## config.mk

```make
export PLATFORM = sky130hd
export DESIGN_NAME = press_target_gen
export DESIGN_NICKNAME = d
export VERILOG_FILES = /design/src/rtl/press_pkg.sv /design/src/rtl/press_target_gen_debounce.sv /design/src/rtl/press_target_gen.sv
export SDC_FILE = /design/constraint.sdc
export NUM_CORES = 1
export LEC_CHECK = 0
export BUFFER_PORTS_ARGS = -buffer_cell sky130_fd_sc_hd__clkbuf_2
export CORE_ASPECT_RATIO = 1.1
export CORE_MARGIN = 2
export CORE_UTILIZATION = 61
export DETAILED_ROUTE_END_ITERATION = 10
export GPL_ROUTABILITY_DRIVEN = 0
export PLACE_DENSITY = 0.82
export SYNTH_ARGS = -nofsm -noshare
export SYNTH_HDL_FRONTEND = slang
export SYNTH_HIERARCHICAL = 1
export SYNTH_SLANG_ARGS = --single-unit
```

## constraint.sdc

```tcl
create_clock -name CLK -period 2.2 [get_ports CLK]
set_input_delay 0.22 -clock CLK [delete_from_list [all_inputs] [get_ports CLK]]
set_output_delay 0.22 -clock CLK [all_outputs]
set_load 0.005 [all_outputs]
```

## src/rtl/press_pkg.sv

```systemverilog
// press_pkg: shared constants for the Precision Button Press front end.
//   LFSR_W            target LFSR width
//   LFSR_TAPS         feedback tap mask (bits 7,5,4,3 -> maximal length)
//   LFSR_DEFAULT_SEED reset value used when no seed is supplied
//   LFSR_ZERO_SUB     substitute loaded when the seed is zero (all-zero locks up)
package press_pkg;

    localparam int                LFSR_W            = 8;
    localparam logic [LFSR_W-1:0] LFSR_TAPS         = 8'b1011_1000;
    localparam logic [LFSR_W-1:0] LFSR_DEFAULT_SEED = 8'hA5;
    localparam logic [LFSR_W-1:0] LFSR_ZERO_SUB     = 8'h01;

    // One Fibonacci step: shift left, feedback is the XOR of the tapped bits.
    function automatic logic [LFSR_W-1:0] lfsr_step(input logic [LFSR_W-1:0] v);
        return {v[LFSR_W-2:0], ^(v & LFSR_TAPS)};
    endfunction

    function automatic logic [LFSR_W-1:0] lfsr_init(input logic [LFSR_W-1:0] seed);
        return (seed == '0) ? LFSR_ZERO_SUB : seed;
    endfunction

endpackage

```

## src/rtl/press_target_gen_debounce.sv

```systemverilog
// btn_debounce: two-flop synchronizer followed by a counting debouncer.
//   CLK    clock, rising edge
//   RST    asynchronous active-high reset
//   BTN    raw asynchronous button
//   stable accepted button level; changes only after DEBOUNCE_CYCLES
//          consecutive synchronized samples disagree with it
module btn_debounce #(
    parameter int DEBOUNCE_CYCLES = 65536
) (
    input  logic CLK,
    input  logic RST,
    input  logic BTN,
    output logic stable
);

    localparam int               CNT_W   = $clog2(DEBOUNCE_CYCLES) + 1;
    localparam logic [CNT_W-1:0] CNT_MAX = CNT_W'(DEBOUNCE_CYCLES - 1);

    logic             s1;
    logic             s2;
    logic [CNT_W-1:0] cnt;

    always_ff @(posedge CLK or posedge RST) begin
        if (RST) begin
            s1     <= 1'b0;
            s2     <= 1'b0;
            stable <= 1'b0;
            cnt    <= '0;
        end else begin
            s1 <= BTN;
            s2 <= s1;
            // Any agreeing sample restarts the count, so only an unbroken
            // run of DEBOUNCE_CYCLES disagreeing samples flips the level.
            if (s2 == stable) begin
                cnt <= '0;
            end else if (cnt == CNT_MAX) begin
                stable <= s2;
                cnt    <= '0;
            end else begin
                cnt <= cnt + CNT_W'(1);
            end
        end
    end

endmodule

```

## src/rtl/press_target_gen.sv

```systemverilog
// press_target_gen: conditions the player button and generates the target
// bit stream, presenting both as aligned X/Y bits once per game tick.
//   CLK   clock, rising edge
//   RST   asynchronous active-high reset
//   BTN   raw asynchronous player button
//   X     debounced button level captured at each tick
//   Y     target bit for the current tick (LFSR MSB)
//   TICK  one-cycle strobe; X/Y/LFSR advance on the edge ending it
module press_target_gen
    import press_pkg::*;
#(
    parameter int                TICK_DIV        = 100000,
    parameter int                DEBOUNCE_CYCLES = 65536,
    parameter logic [LFSR_W-1:0] LFSR_SEED       = LFSR_DEFAULT_SEED
) (
    input  logic CLK,
    input  logic RST,
    input  logic BTN,
    output logic X,
    output logic Y,
    output logic TICK
);

    localparam int                TCNT_W    = $clog2(TICK_DIV);
    localparam logic [TCNT_W-1:0] TCNT_LAST = TCNT_W'(TICK_DIV - 1);
    localparam logic [LFSR_W-1:0] LFSR_RST  = lfsr_init(LFSR_SEED);

    logic              stable;
    logic [TCNT_W-1:0] tcnt;
    logic [TCNT_W-1:0] tcnt_nxt;
    logic [LFSR_W-1:0] lfsr;

    btn_debounce #(
        .DEBOUNCE_CYCLES(DEBOUNCE_CYCLES)
    ) u_deb (
        .CLK   (CLK),
        .RST   (RST),
        .BTN   (BTN),
        .stable(stable)
    );

    always_comb begin
        tcnt_nxt = (tcnt == TCNT_LAST) ? '0 : tcnt + TCNT_W'(1);
    end

    always_ff @(posedge CLK or posedge RST) begin
        if (RST) begin
            tcnt <= '0;
            TICK <= 1'b0;
            X    <= 1'b0;
            Y    <= 1'b0;
            lfsr <= LFSR_RST;
        end else begin
            tcnt <= tcnt_nxt;
            // Registered from the next count so TICK is high exactly while
            // tcnt sits at its last value, with no decode glitches.
            TICK <= (tcnt_nxt == TCNT_LAST);
            if (TICK) begin
                // stable may change on this same edge; X deliberately takes
                // the pre-edge value and the new level lands next tick.
                X    <= stable;
                Y    <= lfsr[LFSR_W-1];
                lfsr <= lfsr_step(lfsr);
            end
        end
    end

endmodule

```

==> reports/results.txt <==
The sequential cell area fraction in the yosys report came out at 51.5%. After detailed routing, the average wire length per cell comes to 14.0 um. Yosys printed 6 warnings.

The library cell used most frequently in the layout, excluding fill and tap cells, is sky130_fd_sc_hd__dfrtp_1. The total iterations of the first detailed-routing run came out at 4. The instance count after placement with tap cells included is 271. Across every metal layer, demand over resource in global routing totals 20.1%.

Counting every sink on the clock net gives 48. Number of distinct library cell variants in the gate-level netlist after synthesis: 45. The number of antenna violations at the first check in global routing is 0, and the worst vdd rail ir drop is 0.389 mV. The tightest min-delay check is of the in2async type. The global-route wire length before repair is 6660 um, and the final number of max-transition violations is 0. The run gives 2260 ps as the critical path data arrival time.

The final hold violation count was 7. Final hold slack: -9.32 ps. The sort of element at the start of the critical path is a flop.

Width of the die: 63.1 um. For this block, the routed nets add up to 3900 um of wire. Critical path capture point type: a flop. The cell with the largest stage delay on the worst path is sky130_fd_sc_hd__or4_1. Area occupied by registers: 1210 um2. Setup repair after global routing left no endpoint under its margin.

Of all nets on the critical path, the largest fanout is 5. The count of input and output buffers is 5. The floorplan step set the die height to 69.0 um. The top cell types in the final layout, fill and taps aside, are 44 x sky130_fd_sc_hd__dfrtp_1, 26 x sky130_fd_sc_hd__nor2_1, 19 x sky130_fd_sc_hd__xnor2_1, 12 x sky130_fd_sc_hd__xor2_1, 11 x sky130_fd_sc_hd__nand2_1. The logs give 3650 um2 for the area of the core and 6 for the number of top-level pins. Counting the fill cells in the layout gives 266.

The clock passes through at most 2 buffers. The run gives 0 as the number of setup violations in the final report. Max-cap violations in this run came to 0.

The final reports fail on hold timing. CTS placed an instance of sky130_fd_sc_hd__clkbuf_8 at the clock tree root. In the final design database the tool counted 233 nets.

After the first detailed-routing iteration, the DRC count stood at 95. Headroom to the max-slew limit came out at 51.0%. Counting flops and latches in the post-synthesis netlist gives 48. The run gives 70.5% as the post-route core utilization. The run gives 21 as the pin count of the biggest net entering global routing. The detailed placement HPWL is 2810 um, and the total DRC errors in the routed layout is 0.

The insertion delay to the later sink of the worst-skew pair came out at 300 ps. Of the cells placed in the final design, the portion with a size suffix greater than 1 is 21.0%. The number of nets handed over by synthesis was 219. The final antenna diode count is 0, and the starting density of the core is 64.1%.

The CTS buffer count was 5; the slew of the pin with the lowest slew margin was 734 ps. The H-tree was split into 2 levels. TritonCTS built the clock tree. The leakage power total was 0.00114 uW; the worst stage delay on the critical path was 500 ps. By startpoint and endpoint, the worst setup path is classified as reg2reg. After routing, the total negative slack on setup checks comes to 0 ps. Using the TritonRoute via totals, the vias-per-cell ratio works out to 5.65. The clock period minus final worst setup slack works out to 2040 ps. The worst clock skew is 7.10 ps, and the full die area is 4350 um2. Synthesis produced a netlist whose cell count is 214. The count of nets left with antenna violations once routing finished came out at 0. The flow ran to the end, but the final reports show violations. The post-layout worst setup margin is 155 ps. For the area of the multi-input gates, the log shows 1070 um2.

Traced cell by cell, the critical path runs through ha_2 -> nand4_4 -> nor2_4 -> nand4_2 -> xor2_1 -> or4_1 -> a211oi_2. At the worst endpoint, the required time is 2410 ps. The number of vias in the routed layout is 1575. The largest registers in the layout are tcnt x17, u_deb/cnt x17, lfsr x8. The area added between synthesis and finish was 10.1%; the placement row count was 23. Clock-pin slew was measured on the worst setup and hold paths at 90 ps. The worst path uses 92.9% of the clock period.

Global routing finished with a remaining overflow of 0. Excluding fillers, the count of instances in the completed layout stands at 279. The via count of the first global-routing pass is 1488, and the average instance area after synthesis is 10.9 um2. The mapped netlist covers 2340 um2. In this run the power density over the cells is 625 nW/um2. OpenSTA, run right after detailed placement, puts the worst setup slack at 126 ps.

Timing would allow up to 0.489 GHz.
==> path summary, 6_finish.rpt <==
check / startpoint / cells past startpoint / slack, ps / endpoint
max: tcnt[0] / 7 / 160 / TICK
max in group asynchronous: RST / 3 / 1600 / tcnt[5]
max reg2reg: tcnt[0] / 7 / 160 / TICK
min: RST / 2 / -9 / tcnt[7]
min in group CLK: BTN / 1 / 40 / u_deb/s1
min reg2reg: u_deb/s1 / 0 / 350 / u_deb/s2
==> worst max-delay path: cells and delay by family, from the launching register on <==
family                     cells  cell delay, ps
adders and majority gates      1             260
AOI/OAI and AO/OA              1             170
xor gates and xnor gates       1             180
and+or+nand+nor                4             960
DFF                            1             400
==> cells in the mapped netlist, drive strengths merged <==
master	number	area share, %
a211oi	1	0.53
a21oi	6	1.3
a311oi	1	0.37
a41o	1	0.48
and2	2	0.53
and3	2	0.59
and4	2	0.96
buf	3	0.91
clkbuf	1	0.16
dfrtp	44	47
dfstp	4	4.5
ha	2	1.1
inv	10	1.6
mux2	11	5.3
nand2	11	1.8
nand2b	1	0.27
nand3	11	2.6
nand4	13	4.9
nand4b	1	0.37
nor2	28	4.9
nor2b	1	0.27
nor3	7	1.7
nor4	1	0.27
nor4b	2	1.4
o21ai	6	1.3
o22a	1	0.37
o22ai	1	0.27
o31ai	1	0.32
or2	1	0.27
or2b	1	0.32
or3	4	1.1
or4	1	0.32
or4b	1	0.43
xnor2	19	7.1
xor2	12	4.5
==> through the flow <==
stage          area (um2)  hold slack [ps]  total power (uW)
3_5_place_dp         2450              336               947
6_report             2580            -9.32              1610
2_1_floorplan        2340              184               937
3_3_place_gp         2450              331               946
4_1_cts              2570             17.6              1620
5_1_grt              2580             27.8              1670
==> cells by family (layout without fill, tap and decap cells) <==
group                      after synthesis  count (layout)  share of synthesized area, %
and+or+nand+nor                         90              90                          22.9
DFF                                     48              48                          51.5
xor gates and xnor gates                31              31                          11.6
AOI/OAI and AO/OA                       18              18                          4.92
buffers and inverters                   14              29                          2.67
muxes                                   11              11                          5.29
adders and majority gates                2               2                          1.07
==> cell type report <==
class / count / area share [%]
sequential: 48 / 46.8
multi-input combinational: 152 / 41.7
clock buffer: 7 / 3.74
timing repair buffer: 11 / 2.72
tap: 50 / 2.43
inverter: 10 / 1.46
clock inverter: 1 / 1.17
==> layer usage <==
metal / global-route usage [%] / wire [um] / share of wire [%] / vias up
li1: - / - / - / 769
met3: 4.38 / 100 / 2.6 / 4
met1: 24.9 / 1820 / 47 / 782
met2: 34.8 / 1930 / 49 / 20
met4: 8.06 / 57 / 1.5 / 0
met5: 0 / 0 / 0 / -
==> repair_timing <==
action | 4_1_cts | 5_1_grt
endpoints found under the setup margin | 0 | 1
buffers inserted | 0 | 0
hold buffers | 0 | 0
resized for setup | 0 | 1
==> power by group <==
| part | internal, uW | leakage [uW] | switching, uW |
|---|---|---|---|
| combinational | 8.46 | 0.000439 | 26.7 |
| sequential | 888 | 0.000635 | 5.40 |
| clock | 401 | 0.0000645 | 282 |
| total | 1300 | 0.00114 | 314 |
Note: power is estimated with default switching activity, not from simulation.
